$ cat config.mk
export PLATFORM = sky130hd
export DESIGN_NAME = mem_port_arbiter
export DESIGN_NICKNAME = d
export VERILOG_FILES = /design/src/rtl/mem_port_arbiter_pkg.sv /design/src/rtl/mem_port_arbiter_wdog.sv /design/src/rtl/mem_port_arbiter.sv
export SDC_FILE = /design/constraint.sdc
export NUM_CORES = 1
export LEC_CHECK = 0
export BUFFER_PORTS_ARGS = -buffer_cell sky130_fd_sc_hd__buf_4
export CAP_MARGIN = 20
export CORE_MARGIN = 10
export CORE_UTILIZATION = 51
export DETAILED_ROUTE_END_ITERATION = 7
export GPL_TIMING_DRIVEN = 0
export PLACE_DENSITY = 0.74
export SLEW_MARGIN = 40
export SYNTH_ARGS = -nofsm -noshare
export SYNTH_HDL_FRONTEND = slang
export SYNTH_SLANG_ARGS = --single-unit
$ cat constraint.sdc
create_clock -name CLK -period 2.2 [get_ports CLK]
set_input_delay 0.11 -clock CLK [delete_from_list [all_inputs] [get_ports CLK]]
set_output_delay 0.11 -clock CLK [all_outputs]
set_load 0.03 [all_outputs]
$ cat src/rtl/mem_port_arbiter_pkg.sv
// Shared types and constants for the I/D memory-port arbiter.
// Arbitration mode is selected by ARB_RR_EN (see mem_port_arbiter.sv).
package mem_port_arbiter_pkg;

    typedef enum logic [1:0] {
        IDLE  = 2'b00,
        GNT_I = 2'b01,
        GNT_D = 2'b10
    } arb_state_e;

    localparam logic SEL_I = 1'b0;
    localparam logic SEL_D = 1'b1;

    localparam int unsigned ARB_TIMEOUT_DEF = 16;
    localparam int unsigned WDOG_W          = 8;

endpackage

$ cat src/rtl/mem_port_arbiter_wdog.sv
// Transaction watchdog: 8-bit counter with clear/enable and a terminal count
// flag raised when the count equals TIMEOUT-1.
module arb_wdog
    import mem_port_arbiter_pkg::*;
#(
    parameter int unsigned TIMEOUT = ARB_TIMEOUT_DEF
) (
    input  logic CLK,
    input  logic CLRN,
    input  logic clr_i,
    input  logic en_i,
    output logic tc_o
);

    localparam logic [WDOG_W-1:0] TC_VAL = WDOG_W'(TIMEOUT - 1);

    logic [WDOG_W-1:0] cnt_q;
    logic [WDOG_W-1:0] cnt_d;

    always_comb begin
        cnt_d = cnt_q;
        if (clr_i) begin
            cnt_d = '0;
        end else if (en_i) begin
            cnt_d = cnt_q + WDOG_W'(1);
        end
    end

    always_ff @(posedge CLK or negedge CLRN) begin
        if (!CLRN) begin
            cnt_q <= '0;
        end else begin
            cnt_q <= cnt_d;
        end
    end

    assign tc_o = (cnt_q == TC_VAL);

endmodule

$ cat src/rtl/mem_port_arbiter.sv
// Arbitrates the shared memory port between fetch (I) and data (D) requesters.
// Define ARB_RR_EN for round-robin; otherwise D has fixed priority over I.
module mem_port_arbiter
    import mem_port_arbiter_pkg::*;
#(
    parameter int unsigned TIMEOUT = ARB_TIMEOUT_DEF
) (
    input  logic CLK,
    input  logic CLRN,
    input  logic I_REQ,
    input  logic D_REQ,
    input  logic D_WE,
    input  logic MRDY,
    output logic SEL,
    output logic MREQ,
    output logic MWE,
    output logic I_ACK,
    output logic D_ACK,
    output logic ERR,
    output logic BUSY
);

    arb_state_e state_q, state_d;
    logic       sel_q, sel_d;
    logic       mwe_q, mwe_d;
    logic       pick_d;
    logic       in_gnt;
    logic       wdog_tc;

`ifdef ARB_RR_EN
    logic last_q, last_d;

    // Alternate on contention; a lone requester is always served.
    assign pick_d = D_REQ && (!I_REQ || (last_q == SEL_I));

    always_ff @(posedge CLK or negedge CLRN) begin
        if (!CLRN) begin
            last_q <= SEL_D;
        end else begin
            last_q <= last_d;
        end
    end

    always_comb begin
        last_d = last_q;
        if (state_q == IDLE && (I_REQ || D_REQ)) begin
            last_d = pick_d ? SEL_D : SEL_I;
        end
    end
`else
    assign pick_d = D_REQ;
`endif

    assign in_gnt = (state_q != IDLE);

    arb_wdog #(
        .TIMEOUT (TIMEOUT)
    ) u_wdog (
        .CLK   (CLK),
        .CLRN  (CLRN),
        .clr_i (!in_gnt),
        .en_i  (in_gnt && !MRDY),
        .tc_o  (wdog_tc)
    );

    always_comb begin
        state_d = state_q;
        sel_d   = sel_q;
        mwe_d   = mwe_q;
        unique case (state_q)
            IDLE: begin
                mwe_d = 1'b0;
                if (pick_d) begin
                    state_d = GNT_D;
                    sel_d   = SEL_D;
                    mwe_d   = D_WE;
                end else if (I_REQ) begin
                    state_d = GNT_I;
                    sel_d   = SEL_I;
                    mwe_d   = 1'b0;
                end
            end
            GNT_I, GNT_D: begin
                // MRDY takes precedence over a coincident watchdog expiry.
                if (MRDY || wdog_tc) begin
                    state_d = IDLE;
                    mwe_d   = 1'b0;
                end
            end
            default: begin
                state_d = IDLE;
                mwe_d   = 1'b0;
            end
        endcase
    end

    always_ff @(posedge CLK or negedge CLRN) begin
        if (!CLRN) begin
            state_q <= IDLE;
            sel_q   <= SEL_I;
            mwe_q   <= 1'b0;
        end else begin
            state_q <= state_d;
            sel_q   <= sel_d;
            mwe_q   <= mwe_d;
        end
    end

    assign SEL   = sel_q;
    assign MREQ  = in_gnt;
    assign BUSY  = in_gnt;
    assign MWE   = mwe_q;
    assign I_ACK = (state_q == GNT_I) && MRDY;
    assign D_ACK = (state_q == GNT_D) && MRDY;
    assign ERR   = in_gnt && wdog_tc && !MRDY;

endmodule

==> impl_metrics.py, run 1 <==
metrics = {
    "yosys": {
        "syn_inst": 68,
        "synth-seq-cells": 12,
        "syn_area_um2": 684.4,
        "yosysWarnings": 0,
        "synth_compound_area_frac": 0.1207,
        "synth_edf_count": 0,
        "yosys.area_share.xor_xnor": 0.05119,
        "mappedNetlistNets": 78,
        "yosysSeqAreaShare": 0.4388,
        "ys_types": 31,
        "async_flop_share": 1.000,
        "synth-main-ff-cell": "dfrtp_1",
        "synth-simple-area-share": 0.2303,
        "synth_fa_ha_area_frac": 0.07313,
        "synth_top_family_by_area": "simple AND/OR/NAND/NOR gates",
        "synth.avg_cell_area_um2": 10.06,
        "synth.area.mux_share": 0.03108,
    },
    "detailed_routing": {
        "vias_per_cell": 5.540,
        "wirelength_mm": 1.320,
        "dr.pass1.iters": 3,
        "via_count": 554,
        "ant_nets": 0,
        "drtIter0Drc": 3,
        "wl_per_cell_um": 13.20,
        "drc_errors": 0,
    },
    "critical_path": {
        "end_kind": "output port",
        "path_max_fanout": 10,
        "ff2ff_path_depth": 4,
        "r2r-end": "MWE",
        "worstPathCellList": "inv_1 > ha_1 > clkbuf_1 > inv_1 > buf_4 > buf_4",
        "cp.arrival_ps": 1830,
        "r2r-start": "u_wdog.cnt_q[0]",
        "critical_path.top_delay_family": "buffers and inverters",
        "worstSetupEndpoint": "MREQ",
        "cp_num_cells": 6,
        "worstSetupPathType": "reg2out",
        "crit_required_ps": 2090,
        "max_stage_delay_ps": 400,
        "reg2reg_slack_ps": 570,
        "critPathSlowestCell": "dfrtp_1",
        "critPathLaunchType": "register",
        "worstSetupStartpoint": "state_q[1]",
        "path_buf_inv": 5,
    },
    "die": {
        "initial_core_util": 0.5326,
        "io_pins": 13,
        "die-area_um2": 3207,
        "core_area_um2": 1285,
        "die_x_um": 56.63,
        "die_h_um": 56.63,
        "num_rows": 13,
    },
    "global_route": {
        "grt_max_degree": 13,
        "grt_use_total": 0.08709,
        "grt_pass1_wl_mm": 2.387,
        "antenna_found_initial": 0,
        "grt_pass1_vias": 573,
        "grt-ovfl-total": 0,
    },
    "placed_design": {
        "io_buffers": 12,
        "dp_slack_ps": 544.9,
        "hpwl_mm": 1.022,
        "gp_congestion": 0.7417,
        "post_dp_cell_area_um2": 793.3,
    },
    "clock_network": {
        "ctsResizeCount": 0,
        "cts_root_buffer": "clkbuf_4",
        "clk_pin_slew_ps": 80,
        "h-tree-depth": 1,
        "cts_buffers": 3,
        "clock_sinks": 12,
        "clk_path_buf_depth": 2,
        "cts_tree": "yes",
        "postCtsHoldBufs": 1,
        "clkLatencyLatePin_ps": 270,
        "postCtsSetupRepairBufs": 0,
    },
    "cells_and_area": {
        "fin_nets": 96,
        "area_growth_pct": 22.67,
        "register_area_um2": 300.3,
        "fin_area_um2": 839.6,
        "fillers": 99,
        "diodes": 0,
        "multi_input_area_um2": 346.6,
        "drive_gt1_frac": 0.2588,
    },
    "sta": {
        "skew_ps": 5.553,
        "setup_slack_ps": 261.1,
        "fin_crit_sh": 0.8813,
        "hold_viol_final": 0,
        "finalSetupViolations": 0,
        "tns_ps": 0,
        "hold_ws_ps": 134.4,
        "rsz0062_at_grt": "no",
        "slew_headroom": 0.7259,
        "worst_slew_pin_slew_ps": 400.8,
        "max_freq_mhz": 515.8,
        "period_needed_ps": 1939,
        "slew_violations": 0,
    },
    "hold_path": {
        "hold_class": "in2reg",
        "min_from": "I_REQ",
    },
    "power": {
        "peakVddDrop_mv": 0.6480,
        "powerDensity_nw_per_um2": 1054,
        "leakage_nw": 0.4118,
    },
    "job": {
        "cap_violations": 0,
    },
    "outcome": {
        "status": "finished, final reports clean",
    },
}
## through the flow
stage	cells	util	power, mW
floorplan	68	-	0.5803
global placement	95	0.6173	0.7035
detailed placement	95	0.6173	0.7191
CTS	100	0.6534	0.8966
global route	100	0.6534	0.9534
finish	100	0.6534	0.8850
## Yosys cell counts, types with 2 or more instances
cell type	n	area, um2
dfrtp_1	12	300.3
nand4b_1	2	17.52
xor2_1	3	26.28
ha_1	4	50.05
o21ai_0	2	10.01
and3_1	2	12.51
and2_2	2	15.01
nand2_1	4	15.01
nor2_1	7	26.28
a2111oi_0	2	17.52
or3_1	2	12.51
inv_1	4	15.01
a211o_1	2	17.52
a21oi_1	3	15.01
## worst register-to-register path, cell delays in order (launching register included)
cell and delay (ps):
dfrtp_1 420, ha_1 240, and3_1 210, a211o_1 340
mux2_1 310
## report_power, final
group          leakage (nW)  internal [mW]  switching, mW
clock                0.0210          0.100         0.0763
combinational         0.230          0.161          0.244
sequential            0.161          0.265         0.0381
## cells by family (layout without fill, tap and decap cells)
kind of cell / count (synthesis) / after routing
simple gates: 27 / 27
compound gates: 12 / 12
flops: 12 / 12
buf+inv: 7 / 24
fa+ha+maj: 4 / 4
xor+xnor: 4 / 4
mux: 2 / 2
## how the worst min path moves through the flow
stage	to	slack (ps)	cells past startpoint
after floorplan	MWE	-190	0
after global placement	u_wdog.cnt_q[6]	-40	1
after detailed placement	MWE	-40	1
after CTS	state_q[0]	130	3
after global routing	state_q[0]	150	3
final	state_q[0]	130	3
## cell usage in the layout, fill, tap and decap left out, types with 3 or more instances in the layout
cell type,instances
a21oi_1,3
buf_4,13
clkbuf_4,3
dfrtp_1,12
ha_1,4
inv_1,4
nand2_1,4
nor2_1,7
xor2_1,3
## final cells by class
type                            instances  area share
Buffer                                  3     0.02683
Inverter                                4     0.01788
Timing Repair Buffer                   13      0.1192
Sequential cell                        12      0.3577
Multi-Input combinational cell         49      0.4128
Tap cell                               15     0.02235
Clock buffer                            4     0.04322
## layer usage
layer | part of all wire | global-route usage | vias to the layer above
met1 | 0.48 | 0.09796 | 263
met5 | 0 | 0 | -
met3 | 0.065 | 0.03820 | 4
li1 | - | - | 275
met4 | 0.011 | 0.03093 | 0
met2 | 0.44 | 0.1411 | 12
## registers in the layout (all words and copies together) (netlist names)
register and count:
MWE 1, u_wdog.cnt_q 8, SEL 1, state_q 2
Note: power is estimated with default switching activity, not from simulation.
==> inputs of run 2 (changes only) <==
CORE_MARGIN = unset   (was 10)
==> impl_metrics.py, run 2 (same netlist as run 1, synthesis figures left out) <==
metrics = {
    "outcome": {
        "status": "finished, final reports clean",
    },
    "placed_design": {
        "gp_congestion": 0.8451,
        "hpwl_um": 965.4,
        "io_buffers": 12,
        "dp_slack_ps": 554.2,
        "post_dp_cell_area_um2": 792.0,
    },
    "cells_and_area": {
        "reg_top3": "u_wdog.cnt_q: 8 flops, state_q: 2 flops",
        "drive_gt1_frac": 0.2500,
        "diodes": 0,
        "mostFrequentLayoutCells": "13 x buf_4, 12 x dfrtp_1, 7 x nor2_1",
        "regMostFlops": "u_wdog.cnt_q",
        "largest_reg_flops": 8,
        "final_common_cell": "buf_4",
        "fin_nets": 96,
        "fin_area_um2": 824.5,
        "area_growth_pct": 20.48,
    },
    "detailed_routing": {
        "dr.pass1.iters": 4,
        "top_layer_used": "met4",
        "met3_length_um": 63,
        "wl_per_cell_um": 13.16,
        "drtIter0Drc": 11,
        "met1_length_um": 581,
        "wirelength_mm": 1.290,
        "vias_per_cell": 5.541,
        "drc_errors": 0,
        "ant_nets": 0,
        "via_count": 543,
        "route.met2.wl_um": 617,
    },
    "sta": {
        "slew_violations": 0,
        "setup_slack_ps": 254.8,
        "tns_ps": 0,
        "skew_ps": 3.167,
        "rsz0062_at_grt": "no",
        "finalSetupViolations": 0,
        "worst_slew_pin_slew_ps": 455.5,
        "hold_viol_final": 0,
        "fin_crit_sh": 0.8842,
        "slew_headroom": 0.6963,
        "hold_ws_ps": 136.2,
        "max_freq_mhz": 514.1,
        "period_needed_ps": 1945,
    },
    "power": {
        "combPwrFrac": 0.483,
        "sequentialPowerShare": 0.361,
        "p_int_mw": 0.4902,
        "p_clk_frac": 0.155,
        "p_sw_mw": 0.3481,
        "switching_share": 0.4152,
        "peakVddDrop_mv": 0.5706,
        "leakage_nw": 0.4046,
        "powerDensity_nw_per_um2": 1017,
    },
    "clock_network": {
        "clk_path_buf_depth": 2,
        "postCtsSetupRepairBufs": 0,
        "h-tree-depth": 1,
        "clk_pin_slew_ps": 70,
        "clock_sinks": 12,
        "cts_root_buffer": "clkbuf_4",
        "cts_buffers": 3,
        "clkLatencyLatePin_ps": 270,
        "cts_tree": "yes",
    },
    "critical_path": {
        "ff2ff_path_depth": 4,
        "worstSetupEndpoint": "MREQ",
        "cp.arrival_ps": 1840,
        "end_kind": "output port",
        "reg2reg_slack_ps": 560,
        "worstPathCellList": "inv_1 > ha_1 > clkbuf_1 > inv_1 > buf_4 > buf_4",
        "crit_required_ps": 2090,
        "r2r-start": "u_wdog.cnt_q[0]",
        "critPathSlowestCell": "dfrtp_1",
        "critPathLaunchType": "register",
        "path_max_fanout": 10,
        "max_stage_delay_ps": 420,
        "worstSetupPathType": "reg2out",
        "r2r-end": "MWE",
        "worstSetupStartpoint": "state_q[0]",
    },
    "die": {
        "initial_core_util": 0.5844,
        "die-area_um2": 1492,
        "die_h_um": 38.63,
        "core_area_um2": 1171,
        "num_rows": 12,
        "die_x_um": 38.63,
        "io_pins": 13,
    },
    "global_route": {
        "grt-ovfl-total": 0,
        "grt_pass1_wl_mm": 2.194,
        "grt_use_total": 0.2233,
        "grt_max_degree": 13,
        "grt_pass1_vias": 549,
        "antenna_found_initial": 0,
    },
    "hold_path": {
        "hold_class": "in2reg",
    },
    "job": {
        "cap_violations": 0,
    },
}
==> run 2: changes by cell type in the layout (fill, tap and decap cells not counted), sizes merged <==
cell | before | now
clkbuf | 5 | 4
==> run 2: worst min path at each step <==
stage / start / endpoint / slack (ps) / cells after the start
finish: I_REQ / state_q[0] / 140 / 3
global route: I_REQ / state_q[0] / 140 / 3
CTS: I_REQ / state_q[0] / 140 / 3
detailed placement: CLRN / state_q[0] / -40 / 1
global placement: CLRN / state_q[0] / -40 / 1
floorplan: CLRN / MWE / -190 / 0
==> run 2: metal layers <==
layer | GRT usage | vias to the layer above
li1 | - | 270
met1 | 0.2669 | 254
met2 | 0.3625 | 13
met3 | 0.08671 | 6
met4 | 0.07759 | 0
met5 | 0 | -
==> run 2: area by class of cell <==
cell class | instances | area, um2
repair buffers | 13 | 100.1
plain buffers | 3 | 22.52
well taps | 14 | 17.52
inverters | 4 | 15.01
multi-input cells | 49 | 346.6
clock buffers | 3 | 22.52
fillers | 103 | 346.6
flip-flops and latches | 12 | 300.3
==> run 2: power groups by stage <==
stage / clock [mW] / combinational, mW / sequential (mW)
finish: 0.130 / 0.405 / 0.303
floorplan: 0 / 0.251 / 0.329
detailed placement: 0 / 0.405 / 0.307
global placement: 0 / 0.396 / 0.304
global route: 0.141 / 0.445 / 0.307
CTS: 0.133 / 0.408 / 0.303
==> run 2: timing repair <==
item	4_1_cts	5_1_grt
setup endpoints to repair	0	0
resized for setup	0	0
endpoints found under the hold margin	12	0
hold buffers	1	0
==> run 2: per-stage QoR <==
step	total power [mW]	instances	util
after CTS	0.8439	98	0.7041
after detailed placement	0.7126	94	0.6763
after global placement	0.6997	94	0.6763
final	0.8383	98	0.7041
after floorplan	0.5803	68	-
after global routing	0.8934	98	0.7041
==> run 2: critical path, delay by kind of cell, from the launching register on <==
family	cells	cell delay, ps
flip-flops	1	420
adder cells (fa/ha/maj)	1	210
buffers and inverters	5	930
